$ cat config.mk
export PLATFORM = sky130hd
export DESIGN_NAME = addsub_seq
export DESIGN_NICKNAME = d
export VERILOG_FILES = /design/src/rtl/addsub_seq.sv
export SDC_FILE = /design/constraint.sdc
export NUM_CORES = 1
export LEC_CHECK = 0
export CORE_MARGIN = 3
export CORE_UTILIZATION = 35
export CTS_CLUSTER_DIAMETER = 60
export DETAILED_ROUTE_END_ITERATION = 7
export MAX_ROUTING_LAYER = met4
export PLACE_DENSITY = 0.68
export SLEW_MARGIN = 20
export SYNTH_ARGS = -nofsm -noshare
export SYNTH_HDL_FRONTEND = slang
export SYNTH_SLANG_ARGS = --single-unit
$ cat constraint.sdc
create_clock -name clk -period 3.6 [get_ports clk]
set_input_delay 0.72 -clock clk [delete_from_list [all_inputs] [get_ports clk]]
set_output_delay 0.72 -clock clk [all_outputs]
set_load 0.02 [all_outputs]
$ cat src/rtl/addsub_seq.sv
// Multi-cycle two's-complement adder/subtractor: CHUNK bits per clock, LSB chunk first,
// with optional saturation and overflow/carry/zero/negative flags.
module addsub_seq #(
  parameter int WIDTH = 8,
  parameter int CHUNK = 4
) (
  input  logic             clk,
  input  logic             rst,
  input  logic             start,
  input  logic             sub,
  input  logic             sat,
  input  logic [WIDTH-1:0] a,
  input  logic [WIDTH-1:0] b,
  output logic             busy,
  output logic             done,
  output logic [WIDTH-1:0] s,
  output logic             overflow,
  output logic             carry,
  output logic             zero,
  output logic             neg
);

  localparam int N  = WIDTH / CHUNK;
  localparam int IW = (N > 1) ? $clog2(N) : 1;

  typedef enum logic [1:0] {IDLE, RUN, DONE} state_t;

  state_t           state_q;
  logic [IW-1:0]    idx_q;
  logic [WIDTH-1:0] a_q, b_q, part_q;
  logic             sat_q, cy_q;
  logic             busy_q, done_q;
  logic [WIDTH-1:0] s_q;
  logic             ovf_q, carry_q, zero_q, neg_q;

  logic [CHUNK-1:0] a_ch, b_ch, sum_ch;
  logic             co_ch, cin_msb, ovf_d;
  logic [WIDTH-1:0] raw_d, s_d;

  always_comb begin
    a_ch             = a_q[idx_q*CHUNK +: CHUNK];
    b_ch             = b_q[idx_q*CHUNK +: CHUNK];
    {co_ch, sum_ch}  = {1'b0, a_ch} + {1'b0, b_ch} + {{CHUNK{1'b0}}, cy_q};
    // Carry into the top bit of this chunk, recovered from its sum bit.
    cin_msb          = a_ch[CHUNK-1] ^ b_ch[CHUNK-1] ^ sum_ch[CHUNK-1];
    ovf_d            = cin_msb ^ co_ch;
    raw_d            = part_q;
    raw_d[WIDTH-1 -: CHUNK] = sum_ch;
    s_d              = raw_d;
    if (sat_q && ovf_d)
      s_d = a_q[WIDTH-1] ? {1'b1, {(WIDTH-1){1'b0}}} : {1'b0, {(WIDTH-1){1'b1}}};
  end

  always_ff @(posedge clk) begin
    if (rst) begin
      state_q <= IDLE;
      idx_q   <= '0;
      cy_q    <= 1'b0;
      a_q     <= '0;
      b_q     <= '0;
      sat_q   <= 1'b0;
      part_q  <= '0;
      busy_q  <= 1'b0;
      done_q  <= 1'b0;
      s_q     <= '0;
      ovf_q   <= 1'b0;
      carry_q <= 1'b0;
      zero_q  <= 1'b0;
      neg_q   <= 1'b0;
    end else begin
      case (state_q)
        IDLE: begin
          if (start) begin
            a_q     <= a;
            b_q     <= b ^ {WIDTH{sub}};
            cy_q    <= sub;
            sat_q   <= sat;
            idx_q   <= '0;
            busy_q  <= 1'b1;
            state_q <= RUN;
          end
        end
        RUN: begin
          part_q[idx_q*CHUNK +: CHUNK] <= sum_ch;
          cy_q <= co_ch;
          if (idx_q == IW'(N-1)) begin
            s_q     <= s_d;
            ovf_q   <= ovf_d;
            carry_q <= co_ch;
            zero_q  <= (s_d == '0);
            neg_q   <= s_d[WIDTH-1];
            done_q  <= 1'b1;
            state_q <= DONE;
          end else begin
            idx_q <= idx_q + IW'(1);
          end
        end
        DONE: begin
          done_q  <= 1'b0;
          busy_q  <= 1'b0;
          state_q <= IDLE;
        end
        default: begin
          done_q  <= 1'b0;
          busy_q  <= 1'b0;
          state_q <= IDLE;
        end
      endcase
    end
  end

  assign busy     = busy_q;
  assign done     = done_q;
  assign s        = s_q;
  assign overflow = ovf_q;
  assign carry    = carry_q;
  assign zero     = zero_q;
  assign neg      = neg_q;

endmodule

# After elaboration in Yosys (flattened, before gate mapping)
# Index checks and enable logic that the tools add are counted.
totals:
  word_cells: 56
  ram_bits: 0
  reg_bits: 43
  romBits: 0
  latch_bits: 0
  n_memories: 0
  in_bits: 21
  out_inout_bits: 14
classes:
  add_sub_neg: 4
  mul: 0
  n_eq_ne: 3
  n_div: 0
  n_lt_le_gt_ge: 0
  shift: 4
  reduce_logical: 10
  n_bitwise: 6
  mux: 15
ops:
  columns: ["cell", "n"]
  rows:
  - ["$neg A3 Y34", 1]
  - ["$shift A4 B34 Y8 const A", 1]
  - ["$shiftx A4 B34 Y8", 1]
  - ["$mux W8", 2]
  - ["$shiftx A8 B4 Y4", 2]
  - ["$reduce_and A2 Y1", 6]
  - ["$bwmux W8", 1]
  - ["$logic_not A8 Y1", 1]
  - ["$pmux W1 S2", 4]
  - ["$xor A8 B8 Y8", 1]
  - ["$add A4 B4 Y5", 1]
  - ["$add A5 B1 Y5", 1]
  - ["$mux W1", 5]
  - ["$mux W2", 2]
  - ["$ne A2 B2 Y1 const B", 2]
  - ["$pmux W2 S2", 1]
  - ["$xor A1 B1 Y1", 3]
  - ["$eq A2 B1 Y1 const B", 1]
  - ["$logic_not A2 Y1", 1]
  - ["$not A1 Y1", 2]
  - ["$reduce_bool A2 Y1", 1]
  - ["$add A1 B1 Y1 const B", 1]
  - ["$logic_and A1 B1 Y1", 1]

# Logic depth before layout (Yosys ltp)
# Gate-level depths: netlist (run 1).
depth:
  word_depth: 8
  mapped_depth: 11
  ltp_nobuf: 9

# Worst setup path before layout (run 1)
# Ideal clock, no wire load.
synth_path:
  kind: "reg-to-reg"
  from: "reg idx_q"
  to: "reg s_q[5] (netlist: s[5])"
  setup_ps: 69
  arrival_ps: 2713
  setup_slack_ps: 818
  n_path_buf: 2
  stages_incl_launch_ff: 12
  required_ps: 3531
  period_less_slack_ps: 2782
  cell_sequence: "dfxtp_1 > clkbuf_1 > mux2_2 > fa_1 > inv_1 > fa_1 > nand2b_1 > a21oi_2 > xnor2_1 > buf_6 > a311o_1 > o21ai_1"
synth_between:
  elab_chain_cells: 7
  word_cells_on_any_way: 10
  cone_classes: "add/sub (2); shift (2); mux (1); bitwise (3); reduce/logical (2)"
synth_lines:
  columns: ["element", "line_no", "rtl"]
  rows:
  - ["start: declaration", "29", "logic [IW-1:0] idx_q;"]
  - ["start signal: assignment", "95", "idx_q <= idx_q + IW'(1);"]
  - ["$shiftx A8 B4 Y4, on equally long branches", "41, 42", null]
  - ["$add A4 B4 Y5", "43", "{co_ch, sum_ch} = {1'b0, a_ch} + {1'b0, b_ch} + {{CHUNK{1'b0}}, cy_q};"]
  - ["$add A5 B1 Y5", "43", null]
  - ["$xor A1 B1 Y1", "45", "cin_msb = a_ch[CHUNK-1] ^ b_ch[CHUNK-1] ^ sum_ch[CHUNK-1];"]
  - ["$xor A1 B1 Y1", "46", "ovf_d = cin_msb ^ co_ch;"]
  - ["$logic_and A1 B1 Y1", "50", "if (sat_q && ovf_d)"]
  - ["$mux W8", "50", null]
  - ["end signal: assignment", "65", "s_q <= '0;"]
  - ["end signal: assignment", "87", "s_q <= s_d;"]
  - ["end: declaration", "33", "logic [WIDTH-1:0] s_q;"]
# Parallel ways exist; a longest one is shown, timed or not.
# A chain may end at the register's enable or synchronous reset.

# Final worst setup path (run 1)
layout_path:
  from: "reg idx_q"
  to: "reg s_q[6] (netlist: s[6])"
# Same word-level chain as after synthesis.

==> results of run 1 <==
## worst max-delay path, stage by stage (launching register included)
cell and delay [ps]:
dfxtp_1 640, mux2_2 420, fa_1 410, inv_1 80, fa_1 190, nand2b_1 150, a21oi_2 80, xnor2_1 120
buf_4 170, and2_1 180, o311a_1 340
## cell usage after synthesis
master    number  area (um2)
o21ai_0        1        5.00
and2_1         2        12.5
dfxtp_1       38         761
mux2_2         6        67.6
nor3b_1        2        15.0
nor4b_1        1        8.76
a221oi_1       1        8.76
mux2i_1        5        50.1
fa_1           2        40.0
nor3_1         4        20.0
nor4bb_1       1        10.0
nand4b_1       1        8.76
inv_1          4        15.0
nor2_1        30         113
nand4_1        1        6.26
nand2b_1       2        12.5
xnor2_1       11        96.3
buf_6          1        11.3
a21boi_0       2        15.0
nand3b_1       7        52.6
nor3_2         1        10.0
o311a_1        2        20.0
a21oi_1       15        75.1
clkbuf_1      12        45.0
a21oi_2        2        17.5
ha_1           3        37.5
and3_1         1        6.26
o21ai_1        5        25.0
a21o_1         1        7.51
o41ai_1        1        8.76
nand2_1       21        78.8
buf_4          1        7.51
a211oi_1       9        67.6
o31a_1         1        8.76
a311o_1        1        10.0
nor2b_1        1        6.26
## cell type report
class / instances / area share (%)
sequential: 38 / 33.9
timing repair buffer: 38 / 16.5
tap: 67 / 3.73
clock inverter: 1 / 0.223
multi-input combinational: 143 / 41.2
clock buffer: 7 / 3.84
inverter: 4 / 0.668
## metrics by stage
step / utilization, % / setup WS [ps]
after floorplan: - / 818
after global placement: 45.0 / 777
after detailed placement: 45.0 / 694
after global routing: 47.0 / 495
final: 47.0 / 694
after CTS: 47.0 / 683
## routing by layer
| metal | part of all wire, % | up-vias | wire length (um) | GRT usage, % |
|---|---|---|---|---|
| li1 | - | 748 | - | - |
| met4 | 1.6 | 0 | 57 | 4.89 |
| met1 | 47 | 654 | 1690 | 17.0 |
| met5 | 0 | - | 0 | - |
| met2 | 46 | 31 | 1650 | 21.3 |
| met3 | 4.8 | 7 | 170 | 4.34 |
## how the worst min path moves through the flow
stage	from	to	slack, ps	cells after the start
final	a_q[0]	a_q[0]	460	2
after global routing	a_q[4]	a_q[4]	490	2
after CTS	a_q[0]	a_q[0]	460	2
after detailed placement	a_q[3]	a_q[3]	450	2
after global placement	a_q[5]	a_q[5]	450	2
after floorplan	a_q[4]	a_q[4]	430	2
## kinds of logic after synthesis
kind of cell | count (synthesis) | share of synthesized area [%]
xor gates and xnor gates | 11 | 5.47
adders and majority gates | 5 | 4.41
muxes | 11 | 6.68
AOI/OAI and AO/OA | 41 | 15.3
DFF | 38 | 43.2
and+or+nand+nor | 75 | 20.5
buffers and inverters | 18 | 4.48
## power by group
part           internal, uW  switching [uW]
logic                  89.5            88.2
registers               446            20.3
clock network           154             144
total                   690             253
## registers in the layout (all words and copies together), names as in the netlist, 2 cells and up
name and cells:
s 8, a_q 8, part_q 4, state_q 2
b_q 8
==> impl_results.md, run 1 <==
* PD cells at 420 nW/um2
* Share of layout cells above drive strength 1 at 9.09%
* WL/cell at 11.9 um
* Hold WS at 461 ps
* PortBufs at 34
* Max Cap Viol at 0
* Clock buffer depth at 2
* Clock latency on the worst-skew pair at 290 ps
* Layout Cells excl Fill at 298
* Worst Tran Pin Value at 882 ps
* F_max at 344 MHz
* Sequential element share of the synthesized area at 43.2%
* Most frequent cells in the layout: 38 x dfxtp_1, 34 x clkdlybuf4s50_1, 30 x nor2_1
* Dpl hpwl at 2.63 mm
* CTS tree: built
* Crit path kind: reg -> reg
* Row count at 25
* R2r startpoint: idx_q
* Post-route DRC at 0
* Worst path required time at 3780 ps
* Area grow syn2layout at 27.6%
* FF-to-FF End: s[6]
* Die area at 5920 um2
* Skew final at 4.43 ps
* Warnings from Yosys at 0
* Fillers at 481
* Leakage power at 0.000824 uW
* Overall Power at 943 uW
* Crit Path Max Fanout at 12
* Netlist cell types at 36
* Worst Reg-to-Reg Cells at 10
* Worst setup path end: s[6]
* Min cycle time layout at 2910 ps
* Area of the multi-input gates at 926 um2
* H-tree depth at 2
* Crit path DAT at 3090 ps
* Largest net degree at the start of global routing at 27
* Clock sink count at 38
* Pre-Repair DR Iteration Count at 4
* Placed cells at 290
* Placed instance area at 2160 um2
* Final setup viols at 0
* Detailed Route Iter0 Violations at 81
* CTS clock-pin slew for the worst setup and hold paths at 70 ps
* Initial antenna violation count at 0
* Status: completed
* Vias in the first global route at 1,399
* Crit start category: flip-flop
* Pins Over Slew Limit at 0
* Fin. Hold Viols at 0
* Mean Syn Cell Area at 8.85 um2
* # diodes at 0
* Syn_nets at 225
* Total gr overflow at 0
* Setup total negative slack at 0 ps
* CTS root buf: clkbuf_8
* Period utilization at 80.7%
* Die Width at 76.9 um
* First-pass GRT wire length at 6.37 mm
* Total CTS buffers at 5
* Core area at 4790 um2
* #FFs+latches synth at 38
* RSZ-0062 raised after global routing: false
* Final wirelength at 3.56 mm
* DR vias/cell at 4.83
* CP startpoint: idx_q
* DRT antenna net count at 0
* Setup Fix Bufs, Post-CTS at 0
* Mapped Cells at 199
* Post-CTS resize count at 0
* Total Routing Usage GR at 13.8%
* Design area at 2250 um2
* Most common cell after layout, fill and taps aside: dfxtp_1
* Rel. slew slack at 41.0%
* FF/Latch Area at 761 um2
* Placer Congestion at 0.845
* Flop-to-flop setup slack at 690 ps
* Die Ht at 76.9 um
* # nets final at 256
* Via count at 1,440
* Worst VDD drop at 163 uV
* Cell Area, Synth at 1760 um2
* Hold Buf Count CTS at 0
* I/O Pins at 35
* Initial Util at 36.8%
* Hold Path Class: reg -> reg
* Element type at the critical path end: flip-flop
Power figures use the tool's default switching activity.
==> run 2: changes to the inputs <==
Clock period 3.6 ns to 3 ns, I/O delays scaled along.
==> impl_results.md, run 2 (same netlist as run 1, synthesis figures left out) <==
* DRT antenna net count at 0 (unchanged)
* Met3 global-route usage at 3.76% (-0.59 points)
* CTS clock-pin slew for the worst setup and hold paths at 70 ps (about the same)
* Hold Buf Count CTS at 0 (unchanged)
* Post-Route Utilization at 47.3% (+0.31 points)
* Total gr overflow at 0 (unchanged)
* Via count at 1,442 (+0.14%)
* Placer Congestion at 0.830 (-1.8%)
* Status: completed
* Crit path DAT at 2790 ps (-300 ps)
* Rel. slew slack at 65.7% (+25 points)
* Met2 usage at 20.8% (-0.52 points)
* Row count at 25 (unchanged)
* Worst Tran Pin Value at 512 ps (-370 ps)
* Most common cell after layout, fill and taps aside: dfxtp_1
* Clock sink count at 38 (unchanged)
* Grt peak-use layer: met2
* Share of layout cells above drive strength 1 at 9.87% (+0.78 points)
* Core area at 4790 um2 (unchanged)
* CP startpoint: idx_q
* FF-to-FF End: s[2]
* Detailed Route Iter0 Violations at 48 (-41%)
* Post-route DRC at 0 (unchanged)
* Hold Path Class: reg -> reg
* Initial antenna violation count at 0 (unchanged)
* Most frequent cells in the layout: 38 x dfxtp_1, 34 x clkdlybuf4s50_1, 30 x nor2_1
* Leakage power at 0.000834 uW (+1.2%)
* Pins Over Slew Limit at 0 (unchanged)
* Clock latency on the worst-skew pair at 290 ps (about the same)
* Overall Power at 1130 uW (+20%)
* H-tree depth at 2 (unchanged)
* GRT met1 Usage at 15.8% (-1.3 points)
* Die Ht at 76.9 um (unchanged)
* Total Routing Usage GR at 13.3% (-0.57 points)
* Period utilization at 87.3% (+6.6 points)
* R2r startpoint: idx_q
* First-pass GRT wire length at 6.09 mm (-4.3%)
* Final setup viols at 0 (unchanged)
* Total CTS buffers at 5 (unchanged)
* Post-CTS resize count at 0 (unchanged)
* Setup total negative slack at 0 ps (unchanged)
* Setup Fix Bufs, Post-CTS at 0 (unchanged)
* Dpl hpwl at 2.73 mm (+3.7%)
* Placed instance area at 2170 um2 (+0.70%)
* Crit Path Max Fanout at 6 (-6)
* Vias in the first global route at 1,329 (-5.0%)
* Crit path kind: reg -> reg
* Pre-Repair DR Iteration Count at 4 (unchanged)
* Largest net degree at the start of global routing at 18 (-33%)
* Max Cap Viol at 0 (unchanged)
* # nets final at 258 (+0.78%)
* Worst VDD drop at 225 uV (+38%)
* Initial Util at 36.8% (unchanged)
* Flop-to-flop setup slack at 380 ps (-310 ps)
* PortBufs at 34 (unchanged)
* Crit start category: flip-flop
* Final wirelength at 3.60 mm (+1.1%)
* # diodes at 0 (unchanged)
* RSZ-0062 raised after global routing: false
* Hold WS at 455 ps (-5.77 ps)
* Element type at the critical path end: flip-flop
* Fin. Hold Viols at 0 (unchanged)
* Worst path required time at 3170 ps (-610 ps)
* F_max at 382 MHz (+11%)
* I/O Pins at 35 (unchanged)
* Area grow syn2layout at 28.5%
* Skew final at 5.26 ps (+0.827 ps)
* Worst Reg-to-Reg Cells at 9 (-1)
* Design area at 2260 um2 (+0.67%)
* CTS root buf: clkbuf_8
* Worst setup path end: s[2]
* WL/cell at 12.0 um (+0.39%)
* Min cycle time layout at 2620 ps (-287 ps)
* Die Width at 76.9 um (unchanged)
* CTS tree: built
* Die area at 5920 um2 (unchanged)
* Clock buffer depth at 2 (unchanged)
* PD cells at 500 nW/um2 (+19%)
* DR vias/cell at 4.81 (-0.53%)
==> run 2: worst min path at each step <==
stage	start	endpoint	slack (ps)	depth (start not counted)
final	a_q[2]	a_q[2]	450	2
after floorplan	a_q[4]	a_q[4]	430	2
after global placement	a_q[3]	a_q[3]	450	2
after detailed placement	a_q[2]	a_q[2]	450	2
after global routing	a_q[3]	a_q[3]	480	2
after CTS	a_q[2]	a_q[2]	460	2
==> run 2: final cells by class <==
cell class	count	area [um2]
flip-flops and latches	38	761
fillers	488	2520
well taps	67	83.8
clock buffers	7	86.3
clock inverters	1	5.00
repair buffers	40	385
inverters	4	15.0
multi-input cells	143	926
==> run 2: power by group <==
| group | switching [uW] | internal [uW] | total, uW |
|---|---|---|---|
| logic | 108 | 109 | 217 |
| clock network | 171 | 185 | 356 |
| registers | 22.8 | 536 | 558 |
| total | 301 | 830 | 1130 |
==> run 2: critical path, cell delays in order (launching register included) <==
cell      delay (ps)
dfxtp_1          390
mux2_2           370
fa_1             420
inv_1            100
fa_1             200
nand2b_1         150
a21oi_2           80
xnor2_1          340
a311o_1          340
o21ai_1          100
==> run 2: stage by stage <==
| step | setup WS, ps | cells |
|---|---|---|
| after floorplan | 218 | 199 |
| after global placement | 522 | 292 |
| after detailed placement | 384 | 292 |
| after CTS | 356 | 300 |
| after global routing | 134 | 300 |
| final | 381 | 300 |
==> run 2: per-layer routing <==
metal	up-vias	share of wire, %
li1	749	-
met1	654	46
met2	33	47
met3	6	4.8
met4	0	1.7
met5	-	0
==> run 3: changes to the inputs <==
Settings changed: TNS_END_PERCENT set to 10.
==> results of run 3 <==
The final DEF is identical to that of run 2; final timing and power are the same.
